### config.mk
export PLATFORM = sky130hd
export DESIGN_NAME = dw_fmap_streamer
export DESIGN_NICKNAME = d
export VERILOG_FILES = /design/src/rtl/dw_fmap_streamer.sv
export SDC_FILE = /design/constraint.sdc
export NUM_CORES = 1
export LEC_CHECK = 0
export ABC_AREA = 1
export CAP_MARGIN = 20
export CORE_ASPECT_RATIO = 1.4
export CORE_MARGIN = 10
export CORE_UTILIZATION = 37
export DETAILED_ROUTE_END_ITERATION = 8
export PLACE_DENSITY_LB_ADDON = 0.2
export SKIP_LAST_GASP = 1
export SLEW_MARGIN = 15
export SYNTH_ARGS = -nofsm -noshare
export SYNTH_HDL_FRONTEND = slang
export SYNTH_SLANG_ARGS = --single-unit
### constraint.sdc
create_clock -name clk -period 2.6 [get_ports clk]
set_clock_uncertainty 0.15 [all_clocks]
set_input_delay 0.26 -clock clk [delete_from_list [all_inputs] [get_ports clk]]
set_output_delay 0.26 -clock clk [all_outputs]
set_load 0.02 [all_outputs]
### src/rtl/dw_fmap_streamer.sv
// dw_fmap_streamer: reads a CHANNELS x IN_HEIGHT x IN_WIDTH feature map from a
// 1-cycle-latency memory and streams it, channel tagged, to a depthwise
// convolution through a 2-entry output FIFO with valid/ready handshake.
module dw_fmap_streamer #(
    parameter int N         = 16,
    parameter int IN_WIDTH  = 112,
    parameter int IN_HEIGHT = 112,
    parameter int CHANNELS  = 16,
    localparam int TOTAL    = CHANNELS * IN_WIDTH * IN_HEIGHT,
    localparam int AW       = $clog2(TOTAL),
    // Guarded so a single-channel / single-column build still has 1-bit fields
    localparam int CW       = (CHANNELS  > 1) ? $clog2(CHANNELS)  : 1
) (
    input  logic          clk,
    input  logic          rst,
    input  logic          start,
    output logic          mem_rd_en,
    output logic [AW-1:0] mem_addr,
    input  logic [N-1:0]  mem_rdata,
    output logic [N-1:0]  data_out,
    output logic [CW-1:0] channel_out,
    output logic          valid_out,
    input  logic          ready_in,
    output logic          busy,
    output logic          done
);

    localparam int XW = (IN_WIDTH  > 1) ? $clog2(IN_WIDTH)  : 1;
    localparam int YW = (IN_HEIGHT > 1) ? $clog2(IN_HEIGHT) : 1;

    typedef enum logic [1:0] {
        S_IDLE   = 2'd0,
        S_STREAM = 2'd1,
        S_DRAIN  = 2'd2
    } state_t;

    state_t          r_state;
    logic            r_busy;
    logic            r_done;

    // Read-side position in the map
    logic [XW-1:0]   r_x;
    logic [YW-1:0]   r_y;
    logic [CW-1:0]   r_ch;
    logic [AW-1:0]   r_addr;

    // One read can be in flight; its channel tag travels alongside it
    logic            r_pend;
    logic [CW-1:0]   r_pend_ch;

    // 2-entry output FIFO
    logic [N-1:0]    r_fifo_d [2];
    logic [CW-1:0]   r_fifo_c [2];
    logic            r_wr;
    logic            r_rd;
    logic [1:0]      r_cnt;

    logic            w_valid;
    logic            w_pop;
    logic [2:0]      w_occ_eff;
    logic            w_last_rd;
    logic            w_issue;

    assign w_valid   = (r_cnt != 2'd0);
    assign w_pop     = w_valid && ready_in;
    // Slots already claimed once this cycle's pop and pending push settle
    assign w_occ_eff = {1'b0, r_cnt} + {2'b00, r_pend} - {2'b00, w_pop};
    assign w_last_rd = (r_x  == XW'(IN_WIDTH - 1))  &&
                       (r_y  == YW'(IN_HEIGHT - 1)) &&
                       (r_ch == CW'(CHANNELS - 1));

    // The first read is issued in the start cycle itself so that the first
    // pixel is presented two cycles after start; IDLE always has an empty FIFO.
    assign w_issue = !rst && (((r_state == S_IDLE) && start) ||
                              ((r_state == S_STREAM) && (w_occ_eff < 3'd2)));

    assign mem_rd_en   = w_issue;
    assign mem_addr    = r_addr;
    assign valid_out   = w_valid;
    assign data_out    = w_valid ? r_fifo_d[r_rd] : '0;
    assign channel_out = w_valid ? r_fifo_c[r_rd] : '0;
    assign busy        = r_busy;
    assign done        = r_done;

    // Walk x, y, ch (and the linear address) one step per issued read.
    // Channel-major order makes the address a plain running count.
    always_ff @(posedge clk) begin
        if (rst) begin
            r_x    <= '0;
            r_y    <= '0;
            r_ch   <= '0;
            r_addr <= '0;
        end else if (w_issue) begin
            r_addr <= w_last_rd ? '0 : r_addr + 1'b1;
            if (r_x == XW'(IN_WIDTH - 1)) begin
                r_x <= '0;
                if (r_y == YW'(IN_HEIGHT - 1)) begin
                    r_y  <= '0;
                    r_ch <= (r_ch == CW'(CHANNELS - 1)) ? '0 : r_ch + 1'b1;
                end else begin
                    r_y <= r_y + 1'b1;
                end
            end else begin
                r_x <= r_x + 1'b1;
            end
        end
    end

    // Track the in-flight read and move returned data into the output FIFO
    always_ff @(posedge clk) begin
        if (rst) begin
            r_pend    <= 1'b0;
            r_pend_ch <= '0;
            r_wr      <= 1'b0;
            r_rd      <= 1'b0;
            r_cnt     <= 2'd0;
            for (int i = 0; i < 2; i++) begin
                r_fifo_d[i] <= '0;
                r_fifo_c[i] <= '0;
            end
        end else begin
            r_pend    <= w_issue;
            r_pend_ch <= r_ch;
            if (r_pend) begin
                r_fifo_d[r_wr] <= mem_rdata;
                r_fifo_c[r_wr] <= r_pend_ch;
                r_wr           <= ~r_wr;
            end
            if (w_pop) begin
                r_rd <= ~r_rd;
            end
            r_cnt <= r_cnt + {1'b0, r_pend} - {1'b0, w_pop};
        end
    end

    // Run control: IDLE -> STREAM -> DRAIN -> IDLE with registered busy/done
    always_ff @(posedge clk) begin
        if (rst) begin
            r_state <= S_IDLE;
            r_busy  <= 1'b0;
            r_done  <= 1'b0;
        end else begin
            r_done <= 1'b0;
            case (r_state)
                S_IDLE: begin
                    if (start) begin
                        r_busy  <= 1'b1;
                        r_state <= w_last_rd ? S_DRAIN : S_STREAM;
                    end
                end
                S_STREAM: begin
                    if (w_issue && w_last_rd) begin
                        r_state <= S_DRAIN;
                    end
                end
                S_DRAIN: begin
                    // Last pixel leaves and nothing else is queued or returning
                    if (!r_pend && (r_cnt == 2'd1) && w_pop) begin
                        r_state <= S_IDLE;
                        r_busy  <= 1'b0;
                        r_done  <= 1'b1;
                    end
                end
                default: begin
                    r_state <= S_IDLE;
                    r_busy  <= 1'b0;
                end
            endcase
        end
    end

endmodule

; Yosys cells after proc, flatten, opt, wreduce, memory -nomap -nowiden
; Memories as Yosys holds them, arrays and structs flattened. A register that Yosys moved wholly into a read port is not among the register bits.
; Index checks and enable logic that the tools add are counted.
[totals]
memories = 2
input_bits = 20
mem_bits_rw = 40
register_bits = 49
out_inout_bits = 42
[mem_list]
columns = memory, depth, word_bits, rd, rd_clocked_by_memory_dff, write_ports, line
row1 = r_fifo_d, 2, 16, 1, 1, 2, 52  ; logic [N-1:0] r_fifo_d [2];
row2 = r_fifo_c, 2, 4, 1, 1, 2, 53  ; logic [CW-1:0] r_fifo_c [2];
[op_classes]
add_sub_neg = 8
order_cmp = 1
n_reduce_logical = 21
n_eq_ne = 9
n_bitwise = 4
n_mux = 30
[ops]
columns = operator, n
row1 = $mux 16, 2
row2 = $add 18x1->18 const B, 1
row3 = $mux 18, 1
row4 = $mux 1, 16
row5 = $reduce_or 16->1, 1
row6 = $add 7x1->7 const B, 2
row7 = $eq 7x7->1 const B, 2
row8 = $mux 7, 2
row9 = $mux 4, 3
row10 = $logic_and 1x1->1, 9
row11 = $reduce_and 3->1, 3
row12 = $mux 2, 4
row13 = $pmux 2 s3, 1
row14 = $add 4x1->4 const B, 1
row15 = $eq 2x1->1 const B, 2
row16 = $eq 4x4->1 const B, 1
row17 = $ne 2x2->1 const B, 2
row18 = $not 1->1, 4
row19 = $reduce_or 4->1, 1
row20 = $add 2x1->3, 1
row21 = $lt 3x2->1 const B, 1
row22 = $pmux 1 s3, 1
row23 = $sub 3x1->3, 1
row24 = $add 2x1->2, 1
row25 = other kinds (9), 10

; Longest topological paths before layout
[logic_depth]
ltp_word = 10
depth_mapped = 17
ltp_nobuf = 17

; Worst setup path after synthesis
; OpenSTA, ideal clock, no wires.
[synth_path]
kind = register to register
from = register r_cnt[1]
to = register r_addr[17] (netlist: mem_addr[17])
path_slack_ps = -100
required_ps = 2335
arrival_ps = 2435
n_path_buf = 0
path_stages_with_launch = 15
cell_sequence = dfxtp_1 -> nor2_1 -> nor2_1 -> ha_1 -> inv_1 -> ha_1 -> inv_1 -> fa_1 -> nand3_1 -> o21ai_4 -> nand3_1 -> nor2_1 -> nand3_1 -> nand2_1 -> nor2_1
[synth_via]
elab_chain_len = 7
elab_cells_between_ends = 8
[synth_rtl]
columns = element, line
row1 = "start, declared", 56  ; logic [1:0] r_cnt;
row2 = "start signal, assigned", 132  ; r_cnt <= r_cnt + {1'b0, r_pend} - {1'b0, w_pop};
row3 = $reduce_bool 2->1, 64  ; assign w_valid = (r_cnt != 2'd0);
row4 = $logic_and 1x1->1, 65  ; assign w_pop = w_valid && ready_in;
row5 = net w_pop, 59  ; logic w_pop;
row6 = $sub 3x1->3, 67  ; assign w_occ_eff = {1'b0, r_cnt} + {2'b00, r_pend} - {2'b00, w_pop};
row7 = $lt 3x2->1, 75  ; ((r_state == S_STREAM) && (w_occ_eff < 3'd2)));
row8 = $logic_and 1x1->1, 75
row9 = $logic_or 1x1->1, 74  ; assign w_issue = !rst && (((r_state == S_IDLE) && start) ||
row10 = $logic_and 1x1->1, 74
row11 = "end signal, assigned", 94  ; r_addr <= w_last_rd ? '0 : r_addr + 1'b1;
row12 = "end, declared", 45  ; logic [AW-1:0] r_addr;
; The timed path passes the listed nets, and every way through them passes these cells.
; A chain may end at the register's enable or synchronous reset.

; Worst setup path in the final report
[layout_path]
from = register r_cnt[0]
to = output mem_rd_en
[layout_via]
elab_chain_len = 7
elab_cells_between_ends = 8
[layout_rtl]
columns = element, line
row1 = $reduce_bool 2->1, 64
row2 = $logic_and 1x1->1, 65
row3 = net w_pop, 59
row4 = $sub 3x1->3, 67
row5 = $lt 3x2->1, 75
row6 = $logic_and 1x1->1, 75
row7 = $logic_or 1x1->1, 74
row8 = $logic_and 1x1->1, 74
row9 = "end, declared", 17  ; output logic mem_rd_en,
; The timed path passes the listed nets, and every way through them passes these cells.

==> run summary <==
OUTCOME
--------------------------------------------------------------------------------
Result of the run ................................................. complete, but fails checks
Violations in the final reports ................................... negative setup slack

DIE
--------------------------------------------------------------------------------
Initial cell density of the core ..................................       0.3766
Total I/O pin count ...............................................           62
Std cell rows .....................................................           46
Die height ........................................................     147.1 µm
Die Width .........................................................     110.8 µm
Total Die Area ....................................................    16300 µm²
Core Footprint ....................................................    11340 µm²

SYNTHESIS
--------------------------------------------------------------------------------
Number of cells produced by synthesis .............................          535
Top area cells in the synthesized netlist ......................... sky130_fd_sc_hd__edfxtp_1 (28%), sky130_fd_sc_hd__dfxtp_1 (23%), sky130_fd_sc_hd__nand2_1 (12%)
Sequential share of the synthesized area ..........................       0.5157
Yosys top cell by area ............................................ sky130_fd_sc_hd__edfxtp_1
Count of yosys warnings during synthesis ..........................            0
Synth top area share ..............................................       0.2813
Syn Nets ..........................................................          562
Post-synth EDFFs ..................................................           40
Most used standard cell by instance count after synthesis ......... sky130_fd_sc_hd__nand2_1
Seq cells post-synth ..............................................           90
Most numerous cell types in the synthesized netlist ............... sky130_fd_sc_hd__nand2_1 (132), sky130_fd_sc_hd__nor2_1 (94), sky130_fd_sc_hd__inv_1 (61)
Area of the mapped netlist ........................................     4270 µm²
Average size of a mapped cell .....................................    7.982 µm²
FFs w/ async S/R, synth ...........................................            0
Netlist cell types ................................................           36
Top flip-flop cell by instance count after synthesis .............. sky130_fd_sc_hd__dfxtp_1

CLOCKING
--------------------------------------------------------------------------------
CTS tree ..........................................................         done
Clock-pin slew on the worst setup and hold paths ..................      0.07 ns
Insertion delay of the later-clocked pin in the worst-skew pair ...      0.34 ns
Clock buffers created by TritonCTS ................................            9
Buffers from clock root to sink, at most ..........................            2
Htree depth .......................................................            3
Sink Count ........................................................           90
Cell at the root of the clock tree ................................ sky130_fd_sc_hd__clkbuf_16

RUN
--------------------------------------------------------------------------------
Max-cap check violation count .....................................            0

DETAILED ROUTING
--------------------------------------------------------------------------------
Wire length per cell ..............................................     13.76 µm
Initial detailed-routing violation count ..........................          201
Total wirelength of the detailed-routed design ....................     10580 µm
DRC Markers .......................................................            0
Via Count .........................................................         3681
Detailed-route vias per instance ..................................        4.787
Total iterations of the first detailed-routing run ................            4
Antenna violation net count after detailed routing ................            0

TIMING
--------------------------------------------------------------------------------
Worst-Margin Slew .................................................    0.3939 ns
Final-report max-slew violation count .............................            0
Final count of hold timing violations .............................            0
Tcrit/Tclk final ..................................................        1.077
Worst-case setup margin in the final layout .......................   -0.2001 ns
Setup TNS .........................................................    -3.148 ns
Max transition margin .............................................       0.7371
Total of endpoints with negative setup slack in the final report ..           37
RSZ-0062 raised after global routing ..............................          yes
Final Critical Period .............................................     2.800 ns
Achievable frequency ..............................................    357.1 MHz

SETUP PATH
--------------------------------------------------------------------------------
Cell breakdown of the critical path ............................... nor2_4 -> nor2_4 -> ha_4 -> inv_4 -> ha_4 -> inv_2 -> fa_1 -> nand3_2 -> o21ai_4 -> nand2_4 -> inv_4 -> buf_6
Data arrival at the endpoint of the critical path .................      2.39 ns
Startpoint type of the worst setup path ...........................     register
Crit path required time ...........................................      2.19 ns
CP Capture Type ................................................... primary output
CP max FO .........................................................            3
Cell type of the slowest stage on the worst timing path ........... sky130_fd_sc_hd__fa_1
Crit path largest cell delay ......................................      0.54 ns
Path type of the worst setup path ................................. register to primary output

GLOBAL ROUTE
--------------------------------------------------------------------------------
GRT busiest layer .................................................         met2
Number of global-route vias before repair .........................         3735
Met3 Use GR .......................................................      0.03097
Fraction of met1 tracks used by global routing ....................       0.1363
Pin count of the biggest net entering global routing ..............           30
Met2 track demand over resource ...................................       0.2414
Wire length of the first global-routing pass ......................     17650 µm
All-layer global routing usage ....................................       0.1296
Number of antenna violations at the first check in global routing .            0
GR Overflow Total .................................................            0

PWR
--------------------------------------------------------------------------------
Max VDD drop ......................................................    0.4441 mV
Areal power density over the cells ................................ 750.1 nW/µm²
Final Power .......................................................     4.303 mW
Leakage component of the power ....................................     2.196 nW

FINISH
--------------------------------------------------------------------------------
Layout Area Growth over Synthesis .................................       34.34%
Nets@finish .......................................................          647
Share of cells above drive strength 1 .............................       0.1568
Core Util, Final ..................................................       0.5060
Total inserted antenna cells ......................................            0

PLACED DESIGN
--------------------------------------------------------------------------------
Final estimated routing congestion in global placement ............       0.8736
Worst setup timing slack at the placement stage ...................   -0.7750 ns
Half-perimeter wire length after placement ........................      6877 µm
Total of buffers placed on input and output ports .................           61

WORST HOLD PATH
--------------------------------------------------------------------------------
Worst min path class .............................................. register to register

## where the power goes
group | internal [mW] | switching (mW)
clock network | 0.653 | 0.566
registers | 1.60 | 0.0712
logic | 0.639 | 0.775
total | 2.89 | 1.41
## placed cells by master, fill, tap and decap left out, drive strengths merged, types with 10 or more instances in the layout
master         instances
nand2                134
nor2                 101
inv                   65
clkdlybuf4s50         59
dfxtp                 50
a21oi                 50
edfxtp                40
nand3                 29
buf                   28
o21ai                 11
xor2                  10
## cells by family after synthesis
family          after synthesis  synth area share
simple gates                281            0.2778
flops                        90            0.5157
buf+inv                      80           0.07501
compound gates               64           0.08263
xor+xnor                     13           0.02666
fa+ha+maj                     7           0.02227
## through the flow
step	hold slack, ns	instances	cell area (µm²)
5_1_grt	0.3342	769	5737
4_1_cts	0.3165	767	5635
3_3_place_gp	0.2853	739	5109
6_report	0.3127	769	5737
2_1_floorplan	0.2759	535	4279
3_5_place_dp	0.3027	739	5109
## flip-flops by register name, indices dropped and copies added (netlist names), 2 cells and up, named ones only
register,cells
r_cnt,2
r_fifo_c,8
r_ch,4
r_state,2
r_x,7
r_fifo_d,32
r_y,7
r_pend_ch,4
mem_addr,18
## layer usage
layer / up-vias / routed length [µm]
met4: 0 / 172
met3: 15 / 509
li1: 1880 / -
met5: - / 0
met1: 1701 / 4339
met2: 85 / 5562
## cell type report
type,instances,area [µm²]
clock buffers,9,225.2
clock inverters,7,51.30
repair buffers,89,893.4
inverters,63,244.0
well taps,144,180.2
fillers,1077,5602
multi-input cells,367,1938
flip-flops and latches,90,2205
## path summary, 6_finish.rpt
check / from / end / slack (ns) / depth (start not counted)
max: r_cnt[0] / mem_rd_en / -0.20 / 12
min: busy / busy / 0.31 / 2
max reg2reg: r_cnt[0] / r_y[0] / -0.14 / 14
min reg2reg: busy / busy / 0.31 / 2
## timing repair
action,in CTS,in global routing
pin swaps,17,11
hold buffers,0,0
cloned,3,0
setup buffers,9,3
endpoints found under the setup margin,38,40
resized for setup,43,22
## worst max-delay path, delay by kind of cell (launching register included)
| family | cells | cell delay, ns |
|---|---|---|
| AOI/OAI and AO/OA | 1 | 0.19 |
| and+or+nand+nor | 4 | 0.39 |
| adders and majority gates | 3 | 0.87 |
| buffers and inverters | 4 | 0.26 |
| DFF | 1 | 0.34 |
Note: power is estimated with default switching activity, not from simulation.
